==> config.mk <==
export PLATFORM = sky130hd
export DESIGN_NAME = spi_flash_responder
export DESIGN_NICKNAME = d
export VERILOG_FILES = /design/src/rtl/spi_flash_responder_pkg.sv /design/src/rtl/spi_pin_sync.sv /design/src/rtl/spi_flash_responder.sv
export SDC_FILE = /design/constraint.sdc
export NUM_CORES = 1
export LEC_CHECK = 0
export CORE_UTILIZATION = 45
export DETAILED_ROUTE_END_ITERATION = 12
export MAX_ROUTING_LAYER = met4
export PLACE_DENSITY = 0.67
export SYNTH_ARGS = -nofsm -noshare
export SYNTH_HDL_FRONTEND = slang
export SYNTH_SLANG_ARGS = --single-unit
==> constraint.sdc <==
create_clock -name CLK_25M_CKMNG_MAIN_PLD -period 2.1 [get_ports CLK_25M_CKMNG_MAIN_PLD]
set_input_delay 0.315 -clock CLK_25M_CKMNG_MAIN_PLD [delete_from_list [all_inputs] [get_ports CLK_25M_CKMNG_MAIN_PLD]]
set_output_delay 0.315 -clock CLK_25M_CKMNG_MAIN_PLD [all_outputs]
set_load 0.01 [all_outputs]
==> src/rtl/spi_flash_responder_pkg.sv <==
// Shared opcodes, FSM state encoding and helpers for the SPI flash responder.
package spi_flash_responder_pkg;

  localparam int unsigned SYNC_STAGES = 2;

  localparam logic [7:0] OP_READ = 8'h03;
  localparam logic [7:0] OP_RDSR = 8'h05;
  localparam logic [7:0] OP_RDID = 8'h9F;

  typedef enum logic [2:0] {
    StIdle   = 3'd0,
    StCmd    = 3'd1,
    StAddr   = 3'd2,
    StDataRd = 3'd3,
    StDataSr = 3'd4,
    StDataId = 3'd5,
    StIgnore = 3'd6
  } state_e;

  // Byte idx of the 3-byte JEDEC ID, MSB first.
  function automatic logic [7:0] id_byte(input logic [23:0] id, input logic [1:0] idx);
    logic [7:0] b;
    case (idx)
      2'd0:    b = id[23:16];
      2'd1:    b = id[15:8];
      default: b = id[7:0];
    endcase
    return b;
  endfunction

endpackage

==> src/rtl/spi_pin_sync.sv <==
// Synchronizes the host CS#/SCLK/IO0 pins into the main clock domain and
// produces single-cycle edge pulses for CS# and SCLK.
module spi_pin_sync
  import spi_flash_responder_pkg::*;
(
  input  logic i_clk,
  input  logic i_rst_n,
  input  logic i_cs_n,
  input  logic i_sclk,
  input  logic i_io0,
  output logic o_io0,
  output logic o_cs_fall,
  output logic o_cs_rise,
  output logic o_sclk_rise,
  output logic o_sclk_fall
);

  logic [SYNC_STAGES-1:0] r_cs_sync;
  logic [SYNC_STAGES-1:0] r_sclk_sync;
  logic [SYNC_STAGES-1:0] r_io0_sync;
  logic                   r_cs_hist;
  logic                   r_sclk_hist;
  logic                   w_cs;
  logic                   w_sclk;

  // CS# resets to its idle (high) level so release of reset never fakes a select.
  always_ff @(posedge i_clk or negedge i_rst_n) begin
    if (!i_rst_n) begin
      r_cs_sync   <= '1;
      r_sclk_sync <= '0;
      r_io0_sync  <= '0;
      r_cs_hist   <= 1'b1;
      r_sclk_hist <= 1'b0;
    end else begin
      r_cs_sync   <= {r_cs_sync[SYNC_STAGES-2:0], i_cs_n};
      r_sclk_sync <= {r_sclk_sync[SYNC_STAGES-2:0], i_sclk};
      r_io0_sync  <= {r_io0_sync[SYNC_STAGES-2:0], i_io0};
      r_cs_hist   <= w_cs;
      r_sclk_hist <= w_sclk;
    end
  end

  assign w_cs        = r_cs_sync[SYNC_STAGES-1];
  assign w_sclk      = r_sclk_sync[SYNC_STAGES-1];
  assign o_io0       = r_io0_sync[SYNC_STAGES-1];
  assign o_cs_fall   = r_cs_hist & ~w_cs;
  assign o_cs_rise   = ~r_cs_hist & w_cs;
  assign o_sclk_rise = ~r_sclk_hist & w_sclk;
  assign o_sclk_fall = r_sclk_hist & ~w_sclk;

endmodule

==> src/rtl/spi_flash_responder.sv <==
// SPI NOR-flash responder (mode 0, single I/O): decodes READ/RDSR/RDID and
// streams bytes from a synchronous byte memory onto IO1.
module spi_flash_responder
  import spi_flash_responder_pkg::*;
#(
  parameter logic [23:0] JEDEC_ID   = 24'hEF4018,
  parameter logic [7:0]  STATUS_VAL = 8'h00
) (
  input  logic        CLK_25M_CKMNG_MAIN_PLD,
  input  logic        PWRGD_P1V2_MAX10_AUX_PLD_R,
  input  logic        spi_cs_n,
  input  logic        spi_clk,
  input  logic        spi_io0,
  output logic        spi_io1_out,
  output logic        spi_io1_oe,
  output logic [23:0] mem_addr,
  output logic        mem_rd,
  input  logic [7:0]  mem_rdata,
  output logic        busy,
  output logic [15:0] bytes_sent,
  output logic        done
);

  logic w_io0, w_cs_fall, w_cs_rise, w_sclk_rise, w_sclk_fall;

  spi_pin_sync u_pin_sync (
    .i_clk       (CLK_25M_CKMNG_MAIN_PLD),
    .i_rst_n     (PWRGD_P1V2_MAX10_AUX_PLD_R),
    .i_cs_n      (spi_cs_n),
    .i_sclk      (spi_clk),
    .i_io0       (spi_io0),
    .o_io0       (w_io0),
    .o_cs_fall   (w_cs_fall),
    .o_cs_rise   (w_cs_rise),
    .o_sclk_rise (w_sclk_rise),
    .o_sclk_fall (w_sclk_fall)
  );

  state_e      r_state,      w_state_nxt;
  logic [4:0]  r_bit_cnt,    w_bit_cnt_nxt;
  logic [23:0] r_rx_shift,   w_rx_shift_nxt;
  logic [7:0]  r_tx_shift,   w_tx_shift_nxt;
  logic [2:0]  r_tx_bit,     w_tx_bit_nxt;
  logic [7:0]  r_next_byte,  w_next_byte_nxt;
  logic [1:0]  r_id_idx,     w_id_idx_nxt;
  logic        r_rd_dly,     w_rd_dly_nxt;
  logic        r_io1_out,    w_io1_out_nxt;
  logic        r_io1_oe,     w_io1_oe_nxt;
  logic [23:0] r_mem_addr,   w_mem_addr_nxt;
  logic        r_mem_rd,     w_mem_rd_nxt;
  logic        r_busy,       w_busy_nxt;
  logic [15:0] r_bytes_sent, w_bytes_sent_nxt;
  logic        r_done,       w_done_nxt;
  logic [23:0] w_rx_bits;

  assign w_rx_bits = {r_rx_shift[22:0], w_io0};

  always_ff @(posedge CLK_25M_CKMNG_MAIN_PLD or negedge PWRGD_P1V2_MAX10_AUX_PLD_R) begin
    if (!PWRGD_P1V2_MAX10_AUX_PLD_R) begin
      r_state      <= StIdle;
      r_bit_cnt    <= '0;
      r_rx_shift   <= '0;
      r_tx_shift   <= '0;
      r_tx_bit     <= '0;
      r_next_byte  <= '0;
      r_id_idx     <= '0;
      r_rd_dly     <= 1'b0;
      r_io1_out    <= 1'b0;
      r_io1_oe     <= 1'b0;
      r_mem_addr   <= '0;
      r_mem_rd     <= 1'b0;
      r_busy       <= 1'b0;
      r_bytes_sent <= '0;
      r_done       <= 1'b0;
    end else begin
      r_state      <= w_state_nxt;
      r_bit_cnt    <= w_bit_cnt_nxt;
      r_rx_shift   <= w_rx_shift_nxt;
      r_tx_shift   <= w_tx_shift_nxt;
      r_tx_bit     <= w_tx_bit_nxt;
      r_next_byte  <= w_next_byte_nxt;
      r_id_idx     <= w_id_idx_nxt;
      r_rd_dly     <= w_rd_dly_nxt;
      r_io1_out    <= w_io1_out_nxt;
      r_io1_oe     <= w_io1_oe_nxt;
      r_mem_addr   <= w_mem_addr_nxt;
      r_mem_rd     <= w_mem_rd_nxt;
      r_busy       <= w_busy_nxt;
      r_bytes_sent <= w_bytes_sent_nxt;
      r_done       <= w_done_nxt;
    end
  end

  always_comb begin
    w_state_nxt      = r_state;
    w_bit_cnt_nxt    = r_bit_cnt;
    w_rx_shift_nxt   = r_rx_shift;
    w_tx_shift_nxt   = r_tx_shift;
    w_tx_bit_nxt     = r_tx_bit;
    w_next_byte_nxt  = r_next_byte;
    w_id_idx_nxt     = r_id_idx;
    // Memory data is valid one clock after the strobe is sampled, i.e. when this is set.
    w_rd_dly_nxt     = r_mem_rd;
    w_io1_out_nxt    = r_io1_out;
    w_io1_oe_nxt     = r_io1_oe;
    w_mem_addr_nxt   = r_mem_addr;
    w_mem_rd_nxt     = 1'b0;
    w_busy_nxt       = r_busy;
    w_bytes_sent_nxt = r_bytes_sent;
    w_done_nxt       = 1'b0;

    if (w_cs_rise) begin
      w_state_nxt  = StIdle;
      w_io1_oe_nxt = 1'b0;
      w_busy_nxt   = 1'b0;
      w_done_nxt   = (r_state == StDataRd);
    end else if (w_cs_fall) begin
      w_state_nxt   = StCmd;
      w_bit_cnt_nxt = '0;
      w_busy_nxt    = 1'b1;
      w_io1_oe_nxt  = 1'b0;
    end else begin
      unique case (r_state)
        StCmd: begin
          if (w_sclk_rise) begin
            w_rx_shift_nxt = w_rx_bits;
            w_bit_cnt_nxt  = r_bit_cnt + 5'd1;
            if (r_bit_cnt == 5'd7) begin
              w_bit_cnt_nxt = '0;
              w_tx_bit_nxt  = '0;
              case (w_rx_bits[7:0])
                OP_READ: begin
                  w_state_nxt      = StAddr;
                  w_bytes_sent_nxt = '0;
                end
                OP_RDSR: begin
                  w_state_nxt    = StDataSr;
                  w_tx_shift_nxt = STATUS_VAL;
                end
                OP_RDID: begin
                  w_state_nxt    = StDataId;
                  w_tx_shift_nxt = id_byte(JEDEC_ID, 2'd0);
                  w_id_idx_nxt   = 2'd1;
                end
                default: w_state_nxt = StIgnore;
              endcase
            end
          end
        end

        StAddr: begin
          if (w_sclk_rise && (r_bit_cnt != 5'd24)) begin
            w_rx_shift_nxt = w_rx_bits;
            w_bit_cnt_nxt  = r_bit_cnt + 5'd1;
            if (r_bit_cnt == 5'd23) begin
              w_mem_addr_nxt = w_rx_bits;
              w_mem_rd_nxt   = 1'b1;
            end
          end
          if (r_rd_dly && (r_bit_cnt == 5'd24)) begin
            w_tx_shift_nxt = mem_rdata;
            w_state_nxt    = StDataRd;
          end
        end

        StDataRd, StDataSr, StDataId: begin
          if ((r_state == StDataRd) && r_rd_dly) w_next_byte_nxt = mem_rdata;
          if (w_sclk_fall) begin
            w_io1_out_nxt  = r_tx_shift[7];
            w_io1_oe_nxt   = 1'b1;
            w_tx_shift_nxt = {r_tx_shift[6:0], 1'b0};
            w_tx_bit_nxt   = r_tx_bit + 3'd1;
            // Prefetch the following byte as soon as the current one starts shifting.
            if ((r_state == StDataRd) && (r_tx_bit == 3'd0)) begin
              w_mem_addr_nxt = r_mem_addr + 24'd1;
              w_mem_rd_nxt   = 1'b1;
            end
            if (r_tx_bit == 3'd7) begin
              if (r_state == StDataRd) begin
                w_tx_shift_nxt   = r_next_byte;
                w_bytes_sent_nxt = r_bytes_sent + 16'd1;
              end else if (r_state == StDataSr) begin
                w_tx_shift_nxt = STATUS_VAL;
              end else begin
                w_tx_shift_nxt = id_byte(JEDEC_ID, r_id_idx);
                w_id_idx_nxt   = (r_id_idx == 2'd2) ? 2'd0 : r_id_idx + 2'd1;
              end
            end
          end
        end

        default: ;
      endcase
    end
  end

  assign spi_io1_out = r_io1_out;
  assign spi_io1_oe  = r_io1_oe;
  assign mem_addr    = r_mem_addr;
  assign mem_rd      = r_mem_rd;
  assign busy        = r_busy;
  assign bytes_sent  = r_bytes_sent;
  assign done        = r_done;

endmodule
Word level (Yosys, flattened, before mapping)
Cells that the tools add are included.
Storage, ports and cells
  logic and storage cells: 160
  register bits: 106
  bits of input ports: 13
  output and inout bits: 45
Operators by class
  add/sub/neg operators: 5
  equal/unequal tests: 34
  bitwise gates (word level): 10
  reductions and logical operators: 27
  muxes and demuxes: 64
Operators by type and width (count)
  $mux W16: 6
  $mux W24: 4
  $mux W8: 7
  $pmux W24 S2: 1
  $mux W23: 2
  $pmux W23 S2: 1
  $pmux W16 S2: 1
  $pmux W8 S2: 2
  $add A24 B1 Y24 const B: 1
  $mux W3: 8
  $ne A2 B2 Y1 const B: 12
  $pmux W8 S3: 1
  $mux W5: 4
  $add A16 B1 Y16 const B: 1
  $mux W2: 8
  $reduce_and A4 Y1: 4
  $mux W1: 13
  $ne A4 B2 Y1 const B: 3
  $pmux W3 S2: 2
  $reduce_bool A3 Y1: 4
  $eq A5 B5 Y1 const B: 2
  $pmux W5 S2: 1
  $reduce_and A10 Y1: 1
  $eq A3 B3 Y1 const B: 3
  other kinds (32): 48

Longest topological paths before layout
  depth after elaboration: 7
  depth in mapped cells: 9
  gate-level depth less buffers: 7

Cells and area by module
From an unflattened synthesis, not the netlist that was laid out.
Second synthesis, totals
  cells, all modules: 552
  area, all modules: 5450.2 µm²
Modules (own cells, without submodules)
  spi_flash_responder: cells each 540, times used 1, area each 5211.2 µm², seq. area each 2452.4 µm²
  spi_pin_sync: cells each 12, times used 1, area each 239.0 µm², seq. area each 203.9 µm²

Worst setup path before layout
OpenSTA, ideal clock, no wires.
  path type: reg-to-reg
  from: register u_pin_sync.r_cs_sync[1]
  to: register r_tx_shift[0]
  buffers on the path: 1
  stages on the path, launching flop included: 8
  slack: -0.112 ns
  required time: 1.973 ns
  clock period less this slack: 2.212 ns
  library setup time: 0.127 ns
  arrival time: 2.085 ns
  path through: dfstp_2 inv_1 ha_1 nor2_1 buf_1 o311ai_2 nor3_4 mux2_1
On the way
  longest elaborated chain between the ends: 4
  elaborated cells on any way between the ends: 6
  classes of those cells: 5 x bitwise; 1 x reduce/logical
RTL lines
  start, declared: line spi_pin_sync.sv:18  | logic [SYNC_STAGES-1:0] r_cs_sync;
  start signal, assigned: line spi_pin_sync.sv:35  | r_cs_sync <= {r_cs_sync[SYNC_STAGES-2:0], i_cs_n};
  $not A1 Y1: line spi_pin_sync.sv:46  | assign o_cs_fall = r_cs_hist & ~w_cs;
  $and A1 B1 Y1: line spi_pin_sync.sv:46
  $not A1 Y1 (no source line)
  $reduce_and A8 Y1 (no source line) (*)
  end signal, assigned: line spi_flash_responder.sv:79  | r_tx_shift <= w_tx_shift_nxt;
  end, declared: line spi_flash_responder.sv:42  | logic [7:0] r_tx_shift, w_tx_shift_nxt;
Mark *: on every way between the ends. The rest lies on a longest branch, timed or not.
A chain may end at the register's enable or synchronous reset.

Worst setup path after layout
  from: register u_pin_sync.r_cs_sync[1]
  to: register r_bytes_sent[9] (netlist: bytes_sent[9])
On the way
  longest elaborated chain between the ends: 4
  elaborated cells on any way between the ends: 6
  classes of those cells: 5 x bitwise; 1 x reduce/logical
RTL lines
  $not A1 Y1: line spi_pin_sync.sv:46
  $and A1 B1 Y1: line spi_pin_sync.sv:46
  $not A1 Y1 (no source line)
  $reduce_and A9 Y1 (no source line) (*)
  end signal, assigned: line spi_flash_responder.sv:89  | r_bytes_sent <= w_bytes_sent_nxt;
  end, declared: line spi_flash_responder.sv:52  | logic [15:0] r_bytes_sent, w_bytes_sent_nxt;
Marked as above.

==> flow_summary.toml <==
[setup_path]
cp.arrival_ns = 2.41
cp_max_fo = 8
cp.required_ns = 2.38
path_class = "flip-flop to flip-flop"
critPathCaptureType = "flip-flop"
r2r_slack_ns = -0.03
startpoint = "u_pin_sync.r_cs_sync[1]"
cp-start-kind = "flip-flop"
r2r-start = "u_pin_sync.r_cs_sync[1]"

[finish]
antennaDiodeCount = 0
multi_input_area_um2 = 3050
area_delta_synth_final_pct = 29.9
n_fill_cell = 991
nNetsFinal = 691
drive_above_1_share_pct = 26.9
regArea_um2 = 2660

[route]
first_iter_violations = 257
first_pass_iters = 4
drc_errors = 0
drt-total-wl_um = 14700
wl_per_cell_um = 17.5
vias = 4945
viasPerCell = 5.87
antenna_left = 0

[power]
power_mw = 6.86
cellLeakagePower_nw = 3.16
ir_worst_vdd_mv = 0.540
power_density_nw_per_um2 = 926

[yosys]
ys_async_sr_fraction_pct = 100
synth_edf_count = 0
yosys.area.top_type_share_pct = 45.2
ys_ff_latch = 106
ys_top_cells_by_area = "dfrtp_1 45%, mux2_2 6.9%, a21oi_1 3.7%"
synth_area_per_cell_um2 = 10.0
ys_seq_area_share_pct = 46.6
synth_cell_types = 70
postSynthCellCount = 568
ys.flop_type = "dfrtp_1"
syn_nets = 590
synth_warnings = 0
synth_area_um2 = 5710
yosysTopAreaCell = "dfrtp_1"

[sta]
fmax_mhz = 470
rsz0062_at_grt = "yes"
skew_ns = 0.00842
hold_viol_final = 0
worst_slack_ns = -0.0293
setup_viol = 6
slew_headroom_pct = 59.4
whs_ns = 0.350
setup_tns_ns = -0.0428
period_needed_ns = 2.13
post-route-period-util_pct = 101
slew_viol_final = 0
tightest_slew_ns = 0.609

[run_status]
violations = "negative setup slack"
status = "finished with violations"

[clock_tree]
cts.sinks = 106
clk_path_buf_depth = 2
clk_pin_slew_worst_paths_ns = 0.07
cts_root_buffer = "clkbuf_16"
htree_num_levels = 3
clock_latency_ns = 0.35
cts_tree = "yes"
cts-buffers-inserted = 9

[run]
maxCapViolCount = 0

[floorplanning]
die_area_um2 = 13100
ios = 58
row_count = 40
fp.dieH_um = 115
die_width_um = 115
start_util_pct = 46.9
core_area_um2 = 12200

[global_route]
grt_max_degree = 59
antenna_found_initial = 0
overflow = 0
grt_pass1_wl_um = 23900
track_usage_pct = 24.0
first_global_vias = 4779

[placement]
place_congestion = 0.893
portBuffers = 57
dp_hpwl_um = 9910

[min_path]
min_path_type = "flip-flop to flip-flop"
min_from = "u_pin_sync.r_io0_sync[0]"
==> what timing repair did <==
item	CTS	global route
gates cloned	0	0
hold endpoints to repair	24	0
setup endpoints to repair	21	38
setup buffers	5	10
hold buffers	1	0
pin swaps	5	19
resized for setup	22	30
==> path summary, 6_finish.rpt <==
check	end	cells after the start
worst min-delay path	u_pin_sync.r_io0_sync[1]	0
max in group asynchronous	r_state[1]	3
worst max register to register	bytes_sent[9]	8
worst min register to register	u_pin_sync.r_io0_sync[1]	0
worst max-delay path	bytes_sent[9]	8
min in group asynchronous	r_bit_cnt[3]	2
==> where the power goes <==
part,switching (mW),total (mW),internal (mW)
logic,1.17,2.45,1.28
registers,0.414,2.80,2.38
clock network,0.746,1.61,0.868
==> synthesized netlist by cell type, types with 12 or more instances <==
cell type  instances
nor2_1            28
nand3_1           32
clkbuf_1          12
dfrtp_1          103
o31ai_1           14
and3_1            14
a21oi_1           42
inv_1             12
nand2b_1          12
nand2_1           42
mux2_2            35
o21ai_0           38
buf_2             14
==> placed cells by master (no fill, tap or decap), drive strengths merged, types with 12 or more instances in the layout <==
cell type,count
dfrtp,103
buf,67
clkdlybuf4s50,56
a21oi,44
mux2,43
nand2,42
o21ai,40
nand3,32
nor2,30
o31ai,14
and3,14
inv,13
nand2b,12
clkbuf,12
==> kinds of logic after synthesis <==
group / Yosys count / share of synthesized area (%)
and+or+nand+nor: 199 / 19.9
AOI/OAI and AO/OA: 161 / 18.6
DFF: 106 / 46.6
buffers and inverters: 47 / 3.93
muxes: 46 / 9.01
adders and majority gates: 9 / 1.97
==> routing by layer <==
metal | GRT usage (%) | vias to the layer above | wire length (um)
met5 | - | - | 0
met4 | 7.71 | 0 | 221
met3 | 4.24 | 21 | 526
met2 | 37.7 | 118 | 7150
met1 | 31.6 | 2479 | 6810
li1 | - | 2327 | -
==> stage by stage <==
step,utilization [%],instances,setup slack [ns],cell area (um2)
finish,60.9,842,-0.0293,7410
global route,60.9,842,-0.0925,7410
CTS,59.3,833,-0.00758,7210
detailed placement,55.8,812,-0.103,6790
global placement,55.8,812,0.0125,6790
floorplan,-,568,0.00885,5710
==> sequential cells by signal (all words and copies together), names as in the netlist, 3 cells and up <==
name,flops
bytes_sent,16
mem_addr,24
r_bit_cnt,5
r_next_byte,8
r_rx_shift,23
r_state,3
r_tx_bit,3
r_tx_shift,8
==> cell type report <==
type	instances	share of cell area [%]
Inverter	13	0.692
Timing Repair Buffer	124	15.6
Sequential cell	106	35.9
Clock inverter	4	0.354
Clock buffer	12	3.46
Tap cell	168	2.84
Multi-Input combinational cell	415	41.1
==> worst max-delay path: stages, from the launching register on <==
cell and delay (ns):
dfstp_2 0.56, inv_2 0.05, ha_4 0.16, or2_4 0.24, nor2_4 0.16, nand4_1 0.14, buf_6 0.17, or4_4 0.41
a21oi_2 0.15
Power figures use the tool's default switching activity.
